==> config.mk <==
export PLATFORM = sky130hd
export DESIGN_NAME = fetch_ctrl
export DESIGN_NICKNAME = d
export VERILOG_FILES = /design/src/rtl/fetch_ctrl.sv
export SDC_FILE = /design/constraint.sdc
export NUM_CORES = 2
export LEC_CHECK = 0
export BUFFER_PORTS_ARGS = -buffer_cell sky130_fd_sc_hd__buf_4
export CAP_MARGIN = 20
export CORE_MARGIN = 2
export CORE_UTILIZATION = 60
export CTS_CLUSTER_SIZE = 30
export DETAILED_ROUTE_END_ITERATION = 10
export GPL_ROUTABILITY_DRIVEN = 0
export PLACE_DENSITY = 0.89
export SYNTH_ARGS = -nofsm -noshare
export SYNTH_HDL_FRONTEND = slang
export SYNTH_SLANG_ARGS = --single-unit
==> constraint.sdc <==
create_clock -name clk -period 22.2 [get_ports clk]
set_clock_uncertainty 0.05 [all_clocks]
set_input_delay 2.22 -clock clk [delete_from_list [all_inputs] [get_ports clk]]
set_output_delay 2.22 -clock clk [all_outputs]
set_load 0.005 [all_outputs]
==> src/rtl/fetch_ctrl.sv <==
// fetch_ctrl
//   Fetch-side sequencer feeding decode. Walks sequential 16-byte line
//   addresses, keeps a bounded number of instruction-memory requests in
//   flight, buffers the in-order responses in a small FIFO and hands that
//   FIFO to decode. A ci_flush redirect throws away buffered and in-flight
//   lines and restarts fetching at the (line-aligned) redirect PC.
//
// Ports
//   clk, rst         clock, synchronous active-high reset
//   imem_req_*       request channel: valid/ready handshake, line address
//   imem_rsp_*       in-order response channel: valid, line data, fault flag
//   fetch_rd_en      decode pops one entry (ignored while fetch_empty)
//   fetch_rd_valid   popped entry is on fetch_instr/fetch_param this cycle
//   fetch_instr      popped line data
//   fetch_param      {line PC, fault} of the popped line
//   fetch_empty      line buffer holds no entries
//   ci_flush(_pc)    single-cycle redirect pulse and its target PC
module fetch_ctrl #(
   parameter int DATA_WIDTH      = 128,
   parameter int ADDR_WIDTH      = 40,
   parameter int FIFO_DEPTH      = 8,
   parameter int MAX_OUTSTANDING = 4,
   parameter logic [ADDR_WIDTH-1:0] RESET_PC = 'h1_0000
) (
   input  logic                  clk,
   input  logic                  rst,
   output logic                  imem_req_valid,
   input  logic                  imem_req_ready,
   output logic [ADDR_WIDTH-1:0] imem_req_addr,
   input  logic                  imem_rsp_valid,
   input  logic [DATA_WIDTH-1:0] imem_rsp_data,
   input  logic                  imem_rsp_err,
   input  logic                  fetch_rd_en,
   output logic                  fetch_rd_valid,
   output logic [DATA_WIDTH-1:0] fetch_instr,
   output logic [ADDR_WIDTH:0]   fetch_param,
   output logic                  fetch_empty,
   input  logic                  ci_flush,
   input  logic [ADDR_WIDTH-1:0] ci_flush_pc
);

   localparam int PTR_W   = $clog2(FIFO_DEPTH);
   localparam int CNT_W   = PTR_W + 1;
   localparam int OUT_W   = $clog2(MAX_OUTSTANDING) + 1;
   localparam int DROP_W  = OUT_W + 1;
   localparam int OCC_W   = CNT_W + 1;
   localparam int ENTRY_W = DATA_WIDTH + ADDR_WIDTH + 1;
   localparam logic [ADDR_WIDTH-1:0] LINE_BYTES = ADDR_WIDTH'(DATA_WIDTH / 8);
   localparam logic [ADDR_WIDTH-1:0] LINE_MASK  = ~(LINE_BYTES - 1'b1);

   typedef enum logic [1:0] {IDLE, FETCH, HALT, DRAIN} state_t;

   state_t                  state_q, state_d;
   logic [ADDR_WIDTH-1:0]   pc_q, pc_d;
   logic [ADDR_WIDTH-1:0]   rsp_pc_q, rsp_pc_d;
   logic [OUT_W-1:0]        out_q, out_d;
   logic [DROP_W-1:0]       drop_cnt_q, drop_cnt_d;
   logic [PTR_W-1:0]        wr_ptr_q, wr_ptr_d, rd_ptr_q, rd_ptr_d;
   logic [CNT_W-1:0]        count_q, count_d;
   logic [ENTRY_W-1:0]      mem_q [FIFO_DEPTH];
   logic [ENTRY_W-1:0]      mem_d [FIFO_DEPTH];
   logic                    req_valid_q, req_valid_d;
   logic [ADDR_WIDTH-1:0]   req_addr_q, req_addr_d;
   logic                    rd_valid_q, rd_valid_d;
   logic [DATA_WIDTH-1:0]   instr_q, instr_d;
   logic [ADDR_WIDTH:0]     param_q, param_d;

   logic                    flush_act;
   logic                    req_fire;
   logic                    push;
   logic                    pop;
   logic [OCC_W-1:0]        occ;
   logic                    room;

   assign flush_act = ci_flush && (state_q != IDLE);
   assign req_fire  = req_valid_q && imem_req_ready;
   // Responses are only buffered while fetching or halted; in DRAIN they are stale,
   // and one arriving in a flush cycle belongs to the abandoned stream.
   assign push      = imem_rsp_valid && ((state_q == FETCH) || (state_q == HALT)) && !flush_act;
   assign pop       = fetch_rd_en && (count_q != '0) && !flush_act;

   // State register plus every other flop of the block.
   always_ff @(posedge clk) begin
      if (rst) begin
         state_q     <= IDLE;
         pc_q        <= RESET_PC;
         rsp_pc_q    <= RESET_PC;
         out_q       <= '0;
         drop_cnt_q  <= '0;
         wr_ptr_q    <= '0;
         rd_ptr_q    <= '0;
         count_q     <= '0;
         req_valid_q <= 1'b0;
         req_addr_q  <= '0;
         rd_valid_q  <= 1'b0;
         instr_q     <= '0;
         param_q     <= '0;
      end else begin
         state_q     <= state_d;
         pc_q        <= pc_d;
         rsp_pc_q    <= rsp_pc_d;
         out_q       <= out_d;
         drop_cnt_q  <= drop_cnt_d;
         wr_ptr_q    <= wr_ptr_d;
         rd_ptr_q    <= rd_ptr_d;
         count_q     <= count_d;
         req_valid_q <= req_valid_d;
         req_addr_q  <= req_addr_d;
         rd_valid_q  <= rd_valid_d;
         instr_q     <= instr_d;
         param_q     <= param_d;
      end
   end

   // Line storage needs no reset: the pointers and count define what is valid.
   always_ff @(posedge clk) begin
      mem_q <= mem_d;
   end

   // Count of stale responses still to be discarded. A flush inherits everything in
   // flight (including a request accepted in the flush cycle); a response arriving
   // in the flush cycle is itself one of the stale ones and is consumed immediately.
   always_comb begin
      drop_cnt_d = drop_cnt_q;
      if (flush_act) begin
         drop_cnt_d = drop_cnt_q + DROP_W'(out_q) + DROP_W'(req_fire);
         if (imem_rsp_valid && (drop_cnt_d != '0)) begin
            drop_cnt_d = drop_cnt_d - 1'b1;
         end
      end else if ((state_q == DRAIN) && imem_rsp_valid && (drop_cnt_q != '0)) begin
         drop_cnt_d = drop_cnt_q - 1'b1;
      end
   end

   // Next-state logic. A flush overrides everything outside IDLE.
   always_comb begin
      state_d = state_q;
      case (state_q)
         IDLE:    state_d = FETCH;
         FETCH:   if (push && imem_rsp_err) state_d = HALT;
         HALT:    state_d = HALT;
         DRAIN:   if (drop_cnt_d == '0) state_d = FETCH;
         default: state_d = IDLE;
      endcase
      if (flush_act) begin
         state_d = (drop_cnt_d != '0) ? DRAIN : FETCH;
      end
   end

   // Datapath and registered outputs: PC stepping, FIFO push/pop, request issue.
   always_comb begin
      pc_d        = pc_q;
      rsp_pc_d    = rsp_pc_q;
      wr_ptr_d    = wr_ptr_q;
      rd_ptr_d    = rd_ptr_q;
      mem_d       = mem_q;
      req_valid_d = req_valid_q;
      req_addr_d  = req_addr_q;
      rd_valid_d  = 1'b0;
      instr_d     = instr_q;
      param_d     = param_q;

      if (req_fire) begin
         pc_d = pc_q + LINE_BYTES;
      end
      if (push) begin
         mem_d[wr_ptr_q] = {imem_rsp_data, rsp_pc_q, imem_rsp_err};
         wr_ptr_d        = wr_ptr_q + 1'b1;
         rsp_pc_d        = rsp_pc_q + LINE_BYTES;
      end
      if (pop) begin
         {instr_d, param_d} = mem_q[rd_ptr_q];
         rd_ptr_d           = rd_ptr_q + 1'b1;
         rd_valid_d         = 1'b1;
      end
      count_d = count_q + CNT_W'(push) - CNT_W'(pop);
      out_d   = out_q + OUT_W'(req_fire) - OUT_W'(push);

      if (flush_act) begin
         pc_d     = ci_flush_pc & LINE_MASK;
         rsp_pc_d = ci_flush_pc & LINE_MASK;
         out_d    = '0;
         wr_ptr_d = '0;
         rd_ptr_d = '0;
         count_d  = '0;
      end

      // A request being raised reserves a FIFO slot as well as an outstanding slot,
      // so a pending request plus everything in flight can never overflow the buffer.
      occ  = OCC_W'(out_d) + OCC_W'(count_d);
      room = (out_d < OUT_W'(MAX_OUTSTANDING)) && (occ < OCC_W'(FIFO_DEPTH));

      // Once raised, a request holds its address until accepted (or flushed).
      if (flush_act) begin
         req_valid_d = 1'b0;
      end else if (!req_valid_q || req_fire) begin
         req_valid_d = (state_d == FETCH) && room;
         if (req_valid_d) begin
            req_addr_d = pc_d;
         end
      end
   end

   assign imem_req_valid = req_valid_q;
   assign imem_req_addr  = req_addr_q;
   assign fetch_rd_valid = rd_valid_q;
   assign fetch_instr    = instr_q;
   assign fetch_param    = param_q;
   assign fetch_empty    = (count_q == '0);

endmodule

==> metrics.yaml <==
status: "finished clean"
p_leak_nw: 22.7
cts.reportedPaths.clkPinSlew_ns: 0.06
crit_slowest_cell: "nor2_2"
yosys-top-cells-count: "1,320 x edfxtp_1, 330 x mux4_2, 302 x dfxtp_1, 229 x nor2_1, 179 x a211oi_1"
antenna_left: 0
tritoncts: "yes"
post_synth_num_cell_types: 65
syn_inst: 3242
grt_overflow: 0
synth.most_common_cell: "edfxtp_1"
total_power_mw: 7.77
ys_top_cells_by_area: "edfxtp_1 65%, mux4_2 12%, dfxtp_1 9.9%, mux2i_1 2.8%, a211oi_1 2.2%"
reg2reg_to: "imem_req_addr[9]"
dp_worst_setup_slack_ns: 14.53
grt_setup_unrepaired: "false"
core-area_sq_mm: 0.102
syn_area_sq_mm: 0.0613
die_y_um: 324
worst_ep_required_time_ns: 22.72
area_growth_pct: 15.1
comb_power_share_pct: 19.9
p_sw_share_pct: 26.8
synth_top_area_share_pct: 64.7
grt_max_degree: 198
synthFlopType: "edfxtp_1"
post_cts_resized: 0
intPower_mw: 5.68
cap_violations: 0
power_frac_clock_pct: 33.1
dieArea_sq_mm: 0.105
ir_drop_v: 0.0000920
startpoint: "ci_flush"
port_buffers: 378
cts-root-buf: "clkbuf_16"
yosys.area.top_type: "edfxtp_1"
path_class: "primary input to register"
critPathLaunchType: "primary input"
worstPathMaxFanout: 62
drt-vias-per-instance: 6.35
wl_um: 142000
tightest_slew_ns: 1.17
worst-path-stages: 19
p_switching_mw: 2.08
reg2regPathDepth: 20
synthMuxAreaShare_pct: 15.1
setup_tns_ns: 0
relSlewSlack_pct: 21.9
die_w_um: 324
drv_slew: 0
post-route-drc-count: 0
drive_gt1_share_pct: 26.9
cp_slowest_stage_delay_ns: 1.02
wire_per_inst_um: 27.5
dpl.hpwl_um: 77200
via_count: 32700
fin_nets: 3844
fillCellCount: 5922
syn_avg_cell_area_sq_um: 18.9
crit_top_cell: "inv_1"
synth_top_family_by_area: "multiplexers"
hold_class: "register to register"
cp-end-kind: "register"
grt_pass1_wl_um: 208000
yosysSeqAreaShare_pct: 74.5
grt.total_usage_pct: 27.0
post_cts_buffers: 0
p_seq_share_pct: 47.0
power-per-cell-area_mw_per_mm2: 110
critPathBufInv: 6
synth_warnings: 0
synth_fa_ha_area_share_pct: 0.580
ioPinCount: 387
clock.fmax_mhz: 139
antenna_found_initial: 10
async_flop_share_pct: 0
setup.worst_path.end: "imem_req_addr[9]"
worstPathCellList: "buf_4 > nand2b_4 > nand2_1 > inv_1 > ha_1 > inv_1 > ha_1 > inv_1 > fa_1 > xor3_1 > nand2_1 > inv_1 > ha_1 > inv_1 > o21ai_0 > nor4_1 > nand3_1 > nor2_2 > o21ai_0"
fin_crit_sh_pct: 32.4
numClockSinks: 1622
clock_latency_ns: 0.77
grt_pass1_vias: 33700
synth_edf_count: 1320
r2r_start: "state_q[1]"
synth-compound-area-share_pct: 3.84
clock_path_buffers: 3
start_util_pct: 60.3
crit_family: "simple AND/OR/NAND/NOR gates"
finalCriticalPeriod_ns: 7.20
finalHoldViolCount: 0
first_pass_iters: 7
cts-buffers-inserted: 155
finalSetupViolations: 0
drt-initial-drc-count: 3793
synth_xor_area_share_pct: 1.10
synth-seq-cells: 1622
setup_slack_ns: 15.00
worstPathArrival_ns: 7.72
rrSetupSlack_ns: 15.80
synthSimpleGateAreaFrac_pct: 3.33
finish.utilization_pct: 69.5
num_rows: 117
htree_levels: 4
ctsHoldBuffers: 0
state kept, by name, indices dropped and copies added, names as in the netlist:
signal and cells:
count_q 4, mem_q 1320, wr_ptr_q 3, imem_req_addr 40
imem_req_valid 1, pc_q 40, out_q 3, rd_ptr_q 3
fetch_instr 128, state_q 2, fetch_param 37, rsp_pc_q 36
fetch_rd_valid 1, drop_cnt_q 4
power by group through the flow:
stage	sequential (mW)	combinational (mW)	clock, mW
4_1_cts	3.65	1.55	2.59
3_5_place_dp	3.70	1.52	0
5_1_grt	3.66	1.66	2.71
3_3_place_gp	3.69	1.46	0
6_report	3.65	1.55	2.57
2_1_floorplan	3.67	1.01	0
per-stage QoR:
stage	instances	hold slack [ns]	cell area [sq um]
3_5_place_dp	4850	0.409	65500
2_1_floorplan	3245	0.386	61300
4_1_cts	5138	0.426	70500
5_1_grt	5149	0.446	70600
3_3_place_gp	4850	0.402	65500
6_report	5150	0.433	70600
how the worst min path moves through the flow:
stage | from | to | slack, ns | cells after the start
floorplan | pc_q[3] | imem_req_addr[3] | 0.39 | 2
global placement | pc_q[3] | imem_req_addr[3] | 0.40 | 2
detailed placement | pc_q[2] | imem_req_addr[2] | 0.41 | 2
CTS | pc_q[3] | imem_req_addr[3] | 0.43 | 2
global route | pc_q[3] | imem_req_addr[3] | 0.45 | 2
finish | imem_req_addr[19] | imem_req_addr[19] | 0.43 | 2
cell families (layout without fill, tap and decap cells):
family,Yosys count,in the layout
adder cells (fa/ha/maj),26,26
XOR/XNOR,75,75
flip-flops,1622,1622
multiplexers,509,509
AND/OR/NAND/NOR,437,437
AO/OA/AOI/OAI,354,354
buffers and inverters,218,747
other,1,12
worst register-to-register path: stages, from the launching register on:
cell      delay (ns)
dfxtp_1         0.37
inv_1           0.10
ha_1            0.23
nand2b_4        0.61
nand2_1         0.35
inv_1           0.22
ha_1            0.25
inv_1           0.05
ha_1            0.12
inv_1           0.05
fa_1            0.39
xor3_1          0.38
nand2_1         0.12
inv_1           0.07
ha_1            0.29
inv_1           0.05
o21ai_0         0.08
nor4_1          0.45
nand3_1         0.69
nor2_2          1.02
o21ai_0         0.27
cell usage in the layout, fill, tap and decap left out, drive strengths merged, types with 5 or more instances in the layout:
| cell | Yosys | final |
|---|---|---|
| mux4 | 330 | 330 |
| nand4 | 18 | 18 |
| diode | 0 | 8 |
| clkinv | 0 | 45 |
| or4 | 5 | 5 |
| nand3 | 48 | 48 |
| bufinv | 0 | 10 |
| nor4 | 7 | 7 |
| mux2 | 10 | 10 |
| and4 | 8 | 8 |
| xnor2 | 35 | 35 |
| o21ai | 54 | 54 |
| a211oi | 181 | 181 |
| xor2 | 39 | 39 |
| edfxtp | 1320 | 1320 |
| buf | 55 | 432 |
| nor3 | 7 | 7 |
| nor2b | 13 | 13 |
| a21oi | 91 | 91 |
| nand2b | 13 | 13 |
| ha | 22 | 22 |
| and3 | 18 | 18 |
| mux2i | 169 | 169 |
| clkbuf | 137 | 224 |
| nor2 | 230 | 230 |
| nand2 | 49 | 49 |
| inv | 26 | 35 |
| dfxtp | 302 | 302 |
metal layers:
layer,share of wire [%],GRT usage (%),up-vias
met2,52,46.3,1770
met5,0.019,0,-
met3,8.2,4.87,364
met4,4.2,12.3,4
li1,-,-,13800
met1,36,33.7,16800
area by class of cell:
type                       instances  area (sq um)  share of cell area, %
clock inverter                    65           678                  0.961
timing repair buffer             433          3330                   4.72
tap                             1368          1710                   2.43
antenna                            8          20.0                 0.0284
multi-input combinational       1405         14800                   20.9
sequential                      1622         45700                   64.7
clock buffer                     223          4280                   6.06
inverter                          26          97.6                  0.138
No activity file was read; power rests on OpenSTA's default activity.
